--- config.mk ---
export PLATFORM = sky130hd
export DESIGN_NAME = image_pair_streamer
export DESIGN_NICKNAME = d
export VERILOG_FILES = /design/src/rtl/image_pair_streamer.sv
export SDC_FILE = /design/constraint.sdc
export NUM_CORES = 1
export LEC_CHECK = 0
export ABC_AREA = 0
export CORE_AREA = 2 2 84 118
export CTS_BUF_LIST = sky130_fd_sc_hd__clkbuf_4 sky130_fd_sc_hd__clkbuf_8
export DETAILED_ROUTE_END_ITERATION = 8
export DIE_AREA = 0 0 86 120
export PLACE_DENSITY = 0.76
export SLEW_MARGIN = 20
export SYNTH_ARGS = -nofsm -noshare
export SYNTH_HDL_FRONTEND = slang
export SYNTH_SLANG_ARGS = --single-unit
--- constraint.sdc ---
create_clock -name HCLK -period 5.8 [get_ports HCLK]
set_input_delay 0.87 -clock HCLK [delete_from_list [all_inputs] [get_ports HCLK]]
set_output_delay 0.87 -clock HCLK [all_outputs]
set_load 0.005 [all_outputs]
--- src/rtl/image_pair_streamer.sv ---
// rtl/image_pair_streamer.sv - RGB888 pixel-pair frame source with VSYNC/HSYNC timing
//
// Purpose: reads an image stored as 48-bit pixel pairs from a synchronous
// frame memory and streams it top row first, left to right. VSYNC is held
// during a start-up delay. Every row is preceded by HSYNC_DELAY blanking cycles.
// Each pixel pair is presented on DATA_* with HSYNC high, two cycles after
// its read strobe.
//
// Ports:
//   HCLK        clock, rising edge
//   HRESET      asynchronous active-high reset
//   start       one-cycle pulse, starts a frame when idle
//   mem_rd_en   frame memory read strobe
//   mem_addr    pair address = row*(WIDTH/2)+col
//   mem_rdata   {R0,G0,B0,R1,G1,B1}, valid the cycle after mem_rd_en
//   VSYNC       high during the start-up delay
//   HSYNC       qualifies DATA_* (one pixel pair per high cycle)
//   DATA_*0     even (left) pixel of the pair
//   DATA_*1     odd (right) pixel of the pair
//   busy        high in every non-idle state
//   ctrl_done   one-cycle frame-complete pulse
module image_pair_streamer #(
   parameter int WIDTH          = 768,
   parameter int HEIGHT         = 512,
   parameter int START_UP_DELAY = 100,
   parameter int HSYNC_DELAY    = 160,
   parameter int ADDR_W         = 18
) (
   input  logic              HCLK,
   input  logic              HRESET,
   input  logic              start,
   output logic              mem_rd_en,
   output logic [ADDR_W-1:0] mem_addr,
   input  logic [47:0]       mem_rdata,
   output logic              VSYNC,
   output logic              HSYNC,
   output logic [7:0]        DATA_R0,
   output logic [7:0]        DATA_G0,
   output logic [7:0]        DATA_B0,
   output logic [7:0]        DATA_R1,
   output logic [7:0]        DATA_G1,
   output logic [7:0]        DATA_B1,
   output logic              busy,
   output logic              ctrl_done
);

   localparam int PAIRS   = WIDTH / 2;
   localparam int DONE_LEN = 3;
   // The shared delay counter serves VSYNC, HSYNC and DONE, so it covers the longest.
   localparam int DLY_A   = (START_UP_DELAY > HSYNC_DELAY) ? START_UP_DELAY : HSYNC_DELAY;
   localparam int DLY_MAX = (DLY_A > DONE_LEN) ? DLY_A : DONE_LEN;
   localparam int CNT_W   = $clog2(DLY_MAX);
   localparam int ROW_W   = (HEIGHT > 1) ? $clog2(HEIGHT) : 1;
   localparam int COL_W   = $clog2(PAIRS);

   typedef enum logic [2:0] {
      S_IDLE,
      S_VSYNC,
      S_HSYNC,
      S_DATA,
      S_DONE
   } state_t;

   state_t             r_state;
   state_t             w_next;
   logic [CNT_W-1:0]   r_cnt;
   logic [ROW_W-1:0]   r_row;
   logic [COL_W-1:0]   r_col;
   logic               r_rd_d1;
   logic               r_hsync;
   logic [47:0]        r_pix;

   logic               w_vs_end;
   logic               w_hs_end;
   logic               w_done_end;
   logic               w_row_end;
   logic               w_last_row;

   assign w_vs_end   = (r_cnt == CNT_W'(START_UP_DELAY - 1));
   assign w_hs_end   = (r_cnt == CNT_W'(HSYNC_DELAY - 1));
   assign w_done_end = (r_cnt == CNT_W'(DONE_LEN - 1));
   assign w_row_end  = (r_col == COL_W'(PAIRS - 1));
   assign w_last_row = (r_row == ROW_W'(HEIGHT - 1));

   always_ff @(posedge HCLK or posedge HRESET) begin
      if (HRESET) begin
         r_state <= S_IDLE;
      end else begin
         r_state <= w_next;
      end
   end

   always_comb begin
      w_next    = r_state;
      mem_rd_en = 1'b0;
      VSYNC     = 1'b0;
      busy      = 1'b1;
      ctrl_done = 1'b0;
      case (r_state)
         S_IDLE: begin
            busy = 1'b0;
            if (start) begin
               w_next = S_VSYNC;
            end
         end
         S_VSYNC: begin
            VSYNC = 1'b1;
            if (w_vs_end) begin
               w_next = S_HSYNC;
            end
         end
         S_HSYNC: begin
            if (w_hs_end) begin
               w_next = S_DATA;
            end
         end
         S_DATA: begin
            mem_rd_en = 1'b1;
            if (w_row_end) begin
               w_next = w_last_row ? S_DONE : S_HSYNC;
            end
         end
         S_DONE: begin
            // The pulse lands after the last HSYNC beat has drained from the pipeline.
            if (w_done_end) begin
               ctrl_done = 1'b1;
               w_next    = S_IDLE;
            end
         end
         default: begin
            w_next = S_IDLE;
         end
      endcase
   end

   // Delay counter restarts on every state change so each phase counts from 0.
   always_ff @(posedge HCLK or posedge HRESET) begin
      if (HRESET) begin
         r_cnt <= '0;
      end else if (w_next != r_state) begin
         r_cnt <= '0;
      end else if (r_state == S_VSYNC || r_state == S_HSYNC || r_state == S_DONE) begin
         r_cnt <= r_cnt + CNT_W'(1);
      end else begin
         r_cnt <= '0;
      end
   end

   // Row stays at HEIGHT-1 through the last row, then clears in DONE so the
   // address never points past the image once the frame ends.
   always_ff @(posedge HCLK or posedge HRESET) begin
      if (HRESET) begin
         r_row <= '0;
         r_col <= '0;
      end else if (r_state == S_DATA) begin
         if (w_row_end) begin
            r_col <= '0;
            if (!w_last_row) begin
               r_row <= r_row + ROW_W'(1);
            end
         end else begin
            r_col <= r_col + COL_W'(1);
         end
      end else if (r_state == S_DONE || r_state == S_IDLE) begin
         r_row <= '0;
         r_col <= '0;
      end
   end

   assign mem_addr = ADDR_W'(r_row) * ADDR_W'(PAIRS) + ADDR_W'(r_col);

   // Fixed 2-cycle output pipeline: the read strobe is delayed one cycle to meet
   // the returning data, then captured together with it onto DATA_*/HSYNC.
   always_ff @(posedge HCLK or posedge HRESET) begin
      if (HRESET) begin
         r_rd_d1 <= 1'b0;
         r_hsync <= 1'b0;
         r_pix   <= '0;
      end else begin
         r_rd_d1 <= mem_rd_en;
         r_hsync <= r_rd_d1;
         if (r_rd_d1) begin
            r_pix <= mem_rdata;
         end
      end
   end

   assign HSYNC   = r_hsync;
   assign DATA_R0 = r_pix[47:40];
   assign DATA_G0 = r_pix[39:32];
   assign DATA_B0 = r_pix[31:24];
   assign DATA_R1 = r_pix[23:16];
   assign DATA_G1 = r_pix[15:8];
   assign DATA_B1 = r_pix[7:0];

endmodule

==> impl_metrics.py, run 1 <==
metrics = {
    "clock_network": {
        "root_buffer": "clkbuf_8",
        "clk_path_buf_depth": 2,
        "clock_latency_ns": 0.35,
        "postCtsSetupBuffers": 0,
        "clk_pin_slew_ns": 0.07,
        "cts.repair.resized": 0,
        "holdBufCountCts": 0,
        "cts_tree": "done",
        "cts_max_level": 3,
        "clock-sinks": 79,
        "cts_buffers": 9,
    },
    "drt": {
        "drt_iter0_markers": 88,
        "wire_per_inst_um": 15.44,
        "firstDrtPassIters": 4,
        "drc": 0,
        "wirelength_mm": 9.094,
        "vias_per_cell": 5.285,
        "vias": 3113,
        "detail-route-antenna-nets": 0,
    },
    "setup_path": {
        "reg2regPathDepth": 7,
        "critPathMaxFanout": 6,
        "reg2reg_slack_ns": 3.41,
        "crit_start": "r_row[0]",
        "end_kind": "primary output",
        "critPathRequiredTime_ns": 4.93,
        "startpoint_type": "register",
        "reg2reg_to": "r_cnt[2]",
        "crit_type": "reg -> out",
        "critPathArrivalTime_ns": 3.39,
        "r2r-start": "r_col[0]",
        "crit_end": "mem_addr[17]",
    },
    "power_and_ir_drop": {
        "pwr-share-comb_pct": 4.4,
        "internal_power_mw": 0.8177,
        "total_leakage_power_nw": 2.595,
        "power_density_nw_per_um2": 183.7,
        "p_seq_share_pct": 53.9,
        "p_sw_mw": 0.2031,
        "pwr-share-clk_pct": 41.7,
        "ir_drop_mv": 0.09656,
        "sw_frac_of_total_pct": 19.90,
    },
    "sta": {
        "slew_viol_final": 0,
        "report.final.hold_viol_count": 0,
        "fmax_mhz": 234.6,
        "slew_headroom_pct": 31.52,
        "setup_viol": 0,
        "finalCritPeriodShare_pct": 73.49,
        "min_period_ns": 4.262,
        "tns_ns": 0,
        "skew_ns": 0.006775,
        "rsz0062_at_grt": "no",
        "tightest_slew_ns": 1.027,
    },
    "grt": {
        "antenna_found_initial": 0,
        "grt_overflow": 0,
        "grt.total_usage_pct": 18.45,
        "grt_pass1_vias": 3190,
        "grt_pass1_wl_mm": 15.22,
        "grt_max_degree": 63,
    },
    "floorplanning": {
        "start_util_pct": 44.00,
        "pin_count": 122,
        "core_area_um2": 9301,
        "num_rows": 42,
        "die_w_um": 86,
        "fp.dieH_um": 120,
        "die-area_um2": 10320,
    },
    "yosys": {
        "synth_edf_count": 0,
        "syn_area_um2": 4093,
        "synthArstFlopShare_pct": 100.0,
        "synth.area.top_cells": "dfrtp_1, mux2_2, ha_1",
        "avgSynthCellArea_um2": 11.43,
        "synth_nets": 427,
        "syn-instance-count": 358,
        "synth_cell_type_count": 54,
        "synth_area_leader_cell": "dfrtp_1",
        "ys_ff_latch": 79,
        "yosys_warnings": 0,
        "ys_seq_area_share_pct": 48.30,
        "netlist.area_leader.share_pct": 48.30,
        "synth_ff_type": "dfrtp_1",
    },
    "job": {
        "maxCapViolations": 0,
    },
    "final_layout": {
        "layout-drive-gt1-share_pct": 15.66,
        "final_net_count": 543,
        "utilization_pct": 59.75,
        "syn_to_final_growth_pct": 35.80,
        "diodes": 0,
    },
    "placed_design": {
        "hpwl_mm": 6.787,
        "port_buffers": 121,
        "gp_congestion": 0.8236,
    },
    "worst_hold_path": {
        "hold_path_class": "reg -> reg",
        "hp-start": "r_pix[23]",
    },
    "status": {
        "status": "finished, final reports clean",
    },
}
## logic make-up (layout without fill, tap and decap cells)
kind of cell	Yosys count	in the layout	synth area share (%)
fa+ha+maj	18	18	5.870
flops	79	79	48.30
mux	49	49	13.57
buf+inv	26	147	3.393
simple gates	111	111	14.22
xor+xnor	26	26	5.564
compound gates	49	49	9.080
## state kept, by name (all words and copies together), names as in the netlist
signal and flops:
r_cnt 8, r_row 9, r_col 9, r_rd_d1 1, r_pix 48, HSYNC 1
r_state 3
## worst max-delay path: stages (launching register included)
cell and delay, ns:
dfrtp_1 0.43, ha_1 0.30, fa_1 0.45, a211o_1 0.31
and2_4 0.16, o311ai_4 0.33, nand4_2 0.18, a211o_1 0.31
nand3_1 0.08, clkdlybuf4s50_1 0.49
## Yosys cell counts (3+ instances only)
cell / count
and3_1: 9
ha_1: 16
buf_2: 3
o21ai_0: 14
buf_4: 8
clkbuf_1: 3
nor2_1: 31
nand3b_1: 3
inv_1: 8
xnor2_1: 10
nand3_1: 20
nand2b_1: 4
a21oi_1: 7
a21o_1: 5
dfrtp_1: 79
nor3_1: 3
nand2_1: 18
xor2_1: 16
mux2_2: 48
nand4_1: 4
o21a_1: 4
## routing by layer
| metal | up-vias | routed length, um | track usage (%) |
|---|---|---|---|
| met2 | 91 | 4646 | 32.46 |
| li1 | 1498 | - | - |
| met3 | 17 | 483 | 3.989 |
| met4 | 0 | 231 | 7.837 |
| met5 | - | 0 | 0 |
| met1 | 1507 | 3732 | 21.27 |
## worst min path at each step
stage | to | cells past startpoint
final | r_pix[23] | 1
after detailed placement | r_pix[46] | 1
after CTS | r_pix[46] | 1
after floorplan | HSYNC | 0
after global placement | r_pix[3] | 1
after global routing | r_pix[41] | 1
## power by group through the flow
stage	clock [mW]	combinational, mW	sequential [mW]
3_3_place_gp	0	0.0444	0.561
3_5_place_dp	0	0.0450	0.561
2_1_floorplan	0	0.00829	0.561
4_1_cts	0.440	0.0456	0.550
6_report	0.426	0.0444	0.550
5_1_grt	0.461	0.0488	0.550
## metrics by stage
stage | hold WS (ns) | total power [mW] | std cells | area (um^2) | setup slack [ns]
after global placement | 0.4875 | 0.6057 | 573 | 5345 | 1.990
after floorplan | 0.3888 | 0.5696 | 358 | 4093 | 2.589
final | 0.5077 | 1.021 | 589 | 5558 | 1.538
after detailed placement | 0.4943 | 0.6062 | 573 | 5345 | 1.912
after CTS | 0.5101 | 1.036 | 589 | 5558 | 1.510
after global routing | 0.5225 | 1.060 | 589 | 5558 | 1.344
## cell type report
cell class              count  area [um^2]
flip-flops and latches     79         1978
fillers                   765         3744
well taps                 110        137.6
multi-input cells         253         1977
clock inverters             3        40.04
repair buffers            122         1219
inverters                   9        33.78
clock buffers              13        172.7
## layout by cell type (no fill, tap or decap), drive strengths merged, types with 3 or more instances in the layout
cell type	n
a21o	5
a21oi	7
and2	3
and3	9
clkbuf	13
clkdlybuf4s50	121
clkinv	3
dfrtp	79
ha	16
inv	8
mux2	49
nand2	18
nand2b	4
nand3	20
nand3b	4
nand4	5
nor2	31
nor3	3
o21a	4
o21ai	15
xnor2	10
xor2	16
Note: power is estimated with default switching activity, not from simulation.
==> inputs of run 2 (changes only) <==
CORE_AREA = 2 2 85 120   (was 2 2 84 118)
DIE_AREA = 0 0 87 122   (was 0 0 86 120)
PLACE_DENSITY = 0.77   (was 0.76)
clock period = 3.6 ns   (was 5.8 ns; I/O delays follow)
==> impl_metrics.py, run 2 (same netlist as run 1, synthesis figures left out) <==
metrics = {
    "final_layout": {
        "syn_to_final_growth_pct": 39.38,
        "final_cell_mix": "clkdlybuf4s50_1, dfrtp_1, mux2_2",
        "top_register": "r_pix",
        "fillers": 787,
        "multi_input_area_um2": 2038,
        "layout-drive-gt1-share_pct": 19.10,
        "largest_reg_flops": 48,
        "final_net_count": 551,
        "layout_commonest_cell": "clkdlybuf4s50_1",
        "final_cell_area_um2": 5704,
        "seqCellArea_um2": 1978,
        "diodes": 0,
        "reg.largest.list": "r_pix x48, r_col x9, r_row x9",
        "final_cells": 599,
    },
    "clock_network": {
        "clock-sinks": 79,
        "clk_path_buf_depth": 2,
        "clock_latency_ns": 0.35,
        "clk_pin_slew_ns": 0.08,
        "holdBufCountCts": 0,
        "cts_tree": "done",
        "cts_max_level": 3,
        "cts_buffers": 9,
        "root_buffer": "clkbuf_8",
    },
    "worst_hold_path": {
        "hold_path_depth": 1,
        "hp-start": "r_pix[45]",
        "hold_path_class": "reg -> reg",
    },
    "setup_path": {
        "slowest_stage": "dfrtp_1",
        "cp_common_cell": "a211o_1",
        "end_kind": "primary output",
        "crit_start": "r_row[1]",
        "reg2regPathDepth": 7,
        "critPathArrivalTime_ns": 2.90,
        "critPathRequiredTime_ns": 3.06,
        "reg2reg_slack_ns": 1.21,
        "crit_type": "reg -> out",
        "startpoint_type": "register",
        "critPathMaxFanout": 3,
        "cp_cell_sequence": "ha_4 -> fa_2 -> a211o_1 -> buf_4 -> a21oi_2 -> nor3_1 -> or2_1 -> a211o_1 -> nand3_1 -> dlygate4sd2_1",
        "crit_path_max_incr_delay_ns": 0.43,
        "r2r-start": "r_col[0]",
    },
    "status": {
        "status": "finished, final reports clean",
    },
    "drt": {
        "vias": 3138,
        "wirelength_mm": 9.033,
        "drc": 0,
        "detail-route-antenna-nets": 0,
        "wire_per_inst_um": 15.08,
        "firstDrtPassIters": 4,
        "drt_iter0_markers": 127,
        "vias_per_cell": 5.239,
    },
    "grt": {
        "grt_pass1_vias": 3079,
        "grt.total_usage_pct": 17.10,
        "grt_max_degree": 50,
        "grt_overflow": 0,
        "antenna_found_initial": 0,
        "grt_pass1_wl_mm": 14.54,
    },
    "sta": {
        "min_period_ns": 3.442,
        "hold_slack_ns": 0.5072,
        "report.final.hold_viol_count": 0,
        "fmax_mhz": 290.6,
        "setup_viol": 0,
        "tightest_slew_ns": 1.011,
        "finalCritPeriodShare_pct": 95.60,
        "rsz0062_at_grt": "no",
        "slew_viol_final": 0,
        "skew_ns": 0.007070,
        "tns_ns": 0,
        "slew_headroom_pct": 32.60,
    },
    "floorplanning": {
        "die-area_um2": 10610,
        "core_area_um2": 9630,
        "fp.dieH_um": 122,
        "die_w_um": 87,
        "pin_count": 122,
        "start_util_pct": 42.50,
        "num_rows": 43,
    },
    "power_and_ir_drop": {
        "total_leakage_power_nw": 2.708,
        "power_density_nw_per_um2": 295.4,
        "ir_drop_mv": 0.1460,
    },
    "placed_design": {
        "gp_congestion": 0.8292,
        "hpwl_mm": 6.637,
        "port_buffers": 121,
        "dpl.cell_count": 576,
        "placed_area_um2": 5368,
    },
    "job": {
        "maxCapViolations": 0,
    },
}
-- run 2: cell types whose count changed in the layout (fill, tap and decap cells not counted), moves of 2 or more --
cell	change
clkbuf_8	-3
buf_4	+7
clkdlybuf4s50_1	-4
dlygate4sd2_1	+2
xnor2_1	-3
dlymetal6s2s_1	+2
xnor2_2	+3
-- run 2: per-stage QoR --
step	setup slack, ns	utilization (%)	power (mW)
CTS	0.03460	58.59	1.709
global placement	0.1237	55.74	0.9780
floorplan	0.7194	-	0.9176
detailed placement	0.03873	55.74	0.9791
global route	0.04628	59.23	1.750
finish	0.1583	59.23	1.685
-- run 2: critical path, delay by kind of cell, from the launching register on --
family                   cells  cell delay [ns]
adder cells (fa/ha/maj)      2             0.62
AND/OR/NAND/NOR              3             0.40
flip-flops                   1             0.43
AO/OA/AOI/OAI                3             0.72
buffers and inverters        2             0.38
-- run 2: what timing repair did --
item,in CTS,in global routing
setup buffers,5,2
pin swaps,6,3
endpoints found under the setup margin,5,2
resized for setup,6,9
-- run 2: report_power, final --
part,internal [mW],switching (mW)
sequential,0.887,0
combinational,0.0494,0.0241
clock,0.407,0.318
total,1.34,0.342
-- run 2: path summary, 6_finish.rpt --
kind | to
max in group asynchronous | r_pix[28]
worst min register to register | r_pix[45]
min in group asynchronous | r_cnt[3]
worst max-delay path | mem_addr[17]
worst max register to register | r_cnt[3]
worst min-delay path | r_pix[45]
-- run 2: metal layers --
| layer | share of wire (%) | track usage [%] |
|---|---|---|
| met5 | 0 | 0 |
| met4 | 2.9 | 9.375 |
| met3 | 6.3 | 3.523 |
| met2 | 50 | 28.24 |
| met1 | 41 | 20.58 |
-- run 2: cell type report --
| class | instances | share of cell area, % |
|---|---|---|
| Clock buffer | 11 | 2.435 |
| Tap cell | 112 | 2.457 |
| Clock inverter | 5 | 1.426 |
| Inverter | 9 | 0.5922 |
| Multi-Input combinational cell | 253 | 35.73 |
| Sequential cell | 79 | 34.68 |
| Timing Repair Buffer | 130 | 22.68 |
==> inputs of run 3 (changes only) <==
SLEW_MARGIN = 40   (was 20)
==> impl_metrics.py, run 3 (same netlist as run 1, synthesis figures left out) <==
metrics = {
    "clock_network": {
        "cts_tree": "done",
        "holdBufCountCts": 0,
        "root_buffer": "clkbuf_8",
        "clock_latency_ns": 0.35,
        "clk_pin_slew_ns": 0.08,
        "cts_max_level": 3,
        "cts_buffers": 9,
        "clock-sinks": 79,
        "clk_path_buf_depth": 2,
    },
    "placed_design": {
        "dpl.cell_count": 576,
        "hpwl_mm": 6.651,
        "port_buffers": 121,
        "gp_congestion": 0.8292,
    },
    "drt": {
        "detail-route-antenna-nets": 0,
        "drt_iter0_markers": 137,
        "vias_per_cell": 5.229,
        "wirelength_mm": 9.045,
        "drc": 0,
        "wire_per_inst_um": 15.13,
        "firstDrtPassIters": 5,
        "vias": 3127,
    },
    "setup_path": {
        "crit_path_max_incr_delay_ns": 0.52,
        "r2r-start": "r_col[0]",
        "cp_num_cells": 8,
        "critPathRequiredTime_ns": 3.06,
        "crit_family": "adder cells",
        "path_buf_inv": 1,
        "reg2regPathDepth": 7,
        "reg2reg_slack_ns": 1.22,
        "critPathMaxFanout": 3,
        "crit_end": "mem_addr[13]",
        "reg2reg_to": "r_cnt[5]",
        "end_kind": "primary output",
        "startpoint_type": "register",
        "crit_type": "reg -> out",
        "cp_cell_sequence": "ha_4 -> fa_2 -> a211o_1 -> and2_4 -> nor3b_2 -> nand2_1 -> xnor2_1 -> clkdlybuf4s50_1",
        "critPathArrivalTime_ns": 2.89,
        "crit_start": "r_row[1]",
        "slowest_stage": "clkdlybuf4s50_1",
    },
    "grt": {
        "grt.total_usage_pct": 17.37,
        "grt_pass1_wl_mm": 14.69,
        "grt_pass1_vias": 3126,
        "grt_overflow": 0,
        "antenna_found_initial": 0,
        "grt_max_degree": 50,
    },
    "final_layout": {
        "final_net_count": 550,
        "layout-drive-gt1-share_pct": 18.31,
        "top_register": "r_pix",
        "diodes": 0,
        "reg.largest.list": "r_pix x48, r_col x9, r_row x9",
        "final_cells": 598,
        "final_cell_mix": "clkdlybuf4s50_1, dfrtp_1, mux2_2",
        "layout_commonest_cell": "clkdlybuf4s50_1",
        "largest_reg_flops": 48,
        "syn_to_final_growth_pct": 38.80,
    },
    "floorplanning": {
        "die_w_um": 87,
        "core_area_um2": 9630,
        "num_rows": 43,
        "start_util_pct": 42.50,
        "fp.dieH_um": 122,
        "pin_count": 122,
        "die-area_um2": 10610,
    },
    "sta": {
        "report.final.hold_viol_count": 0,
        "skew_ns": 0.007019,
        "min_period_ns": 3.435,
        "slew_headroom_pct": 54.92,
        "tns_ns": 0,
        "slew_viol_final": 0,
        "setup_viol": 0,
        "fmax_mhz": 291.1,
        "tightest_slew_ns": 0.6753,
        "finalCritPeriodShare_pct": 95.41,
        "rsz0062_at_grt": "no",
    },
    "job": {
        "maxCapViolations": 0,
    },
    "power_and_ir_drop": {
        "total_leakage_power_nw": 2.684,
        "power_density_nw_per_um2": 297.2,
        "ir_drop_mv": 0.1439,
        "power_mw": 1.688,
    },
    "status": {
        "status": "finished, final reports clean",
    },
    "worst_hold_path": {
        "hold_path_class": "reg -> reg",
    },
}
## run 3: worst min path at each step
stage | startpoint | to | slack [ns] | depth (start not counted)
2_1_floorplan | r_rd_d1 | HSYNC | 0.39 | 0
3_3_place_gp | r_pix[15] | r_pix[15] | 0.49 | 1
3_5_place_dp | r_pix[41] | r_pix[41] | 0.49 | 1
4_1_cts | r_pix[41] | r_pix[41] | 0.51 | 1
5_1_grt | r_pix[14] | r_pix[14] | 0.52 | 1
6_report | r_pix[45] | r_pix[45] | 0.51 | 1
## run 3: where the power goes
group          internal, mW  switching (mW)
sequential            0.886               0
combinational        0.0494          0.0240
clock                 0.407           0.321
total                  1.34           0.345
## run 3: layout make-up
type	instances	area (um^2)
fill	786	3950
timing repair buffer	129	1286
inverter	9	33.78
multi-input combinational	253	2019
sequential	79	1981
clock inverter	5	81.33
tap	112	140.1
clock buffer	11	138.9
## run 3: routing by layer
metal	wire length, um	global-route usage [%]	part of all wire [%]	vias up
li1	-	-	-	1507
met1	3719	20.88	41	1484
met2	4496	28.58	50	117
met3	620	4.336	6.9	19
met4	208	8.691	2.3	0
met5	0	0	0	-
## run 3: worst reg2reg max path, delay by kind of cell, from the launching register on
family / cells / cell delay [ns]
AOI/OAI and AO/OA: 3 / 0.87
DFF: 1 / 0.44
and+or+nand+nor: 2 / 0.38
muxes: 1 / 0.35
adders and majority gates: 1 / 0.22
## run 3: metrics by stage
stage	cell area, um^2	hold WS, ns	utilization, %	worst slack [ns]
5_1_grt	5680	0.5212	58.98	0.02114
3_3_place_gp	5368	0.4871	55.74	0.1237
2_1_floorplan	4093	0.3888	-	0.7194
4_1_cts	5645	0.5118	58.62	0.03906
6_report	5680	0.5065	58.98	0.1652
3_5_place_dp	5370	0.4942	55.76	0.04143
## run 3: repair_timing
action                                  in CTS  in global routing
hold endpoints to repair                     0                  0
resized for setup                            6                  6
pin swaps                                    6                  3
endpoints found under the setup margin       5                  2
buffers inserted                             5                  1
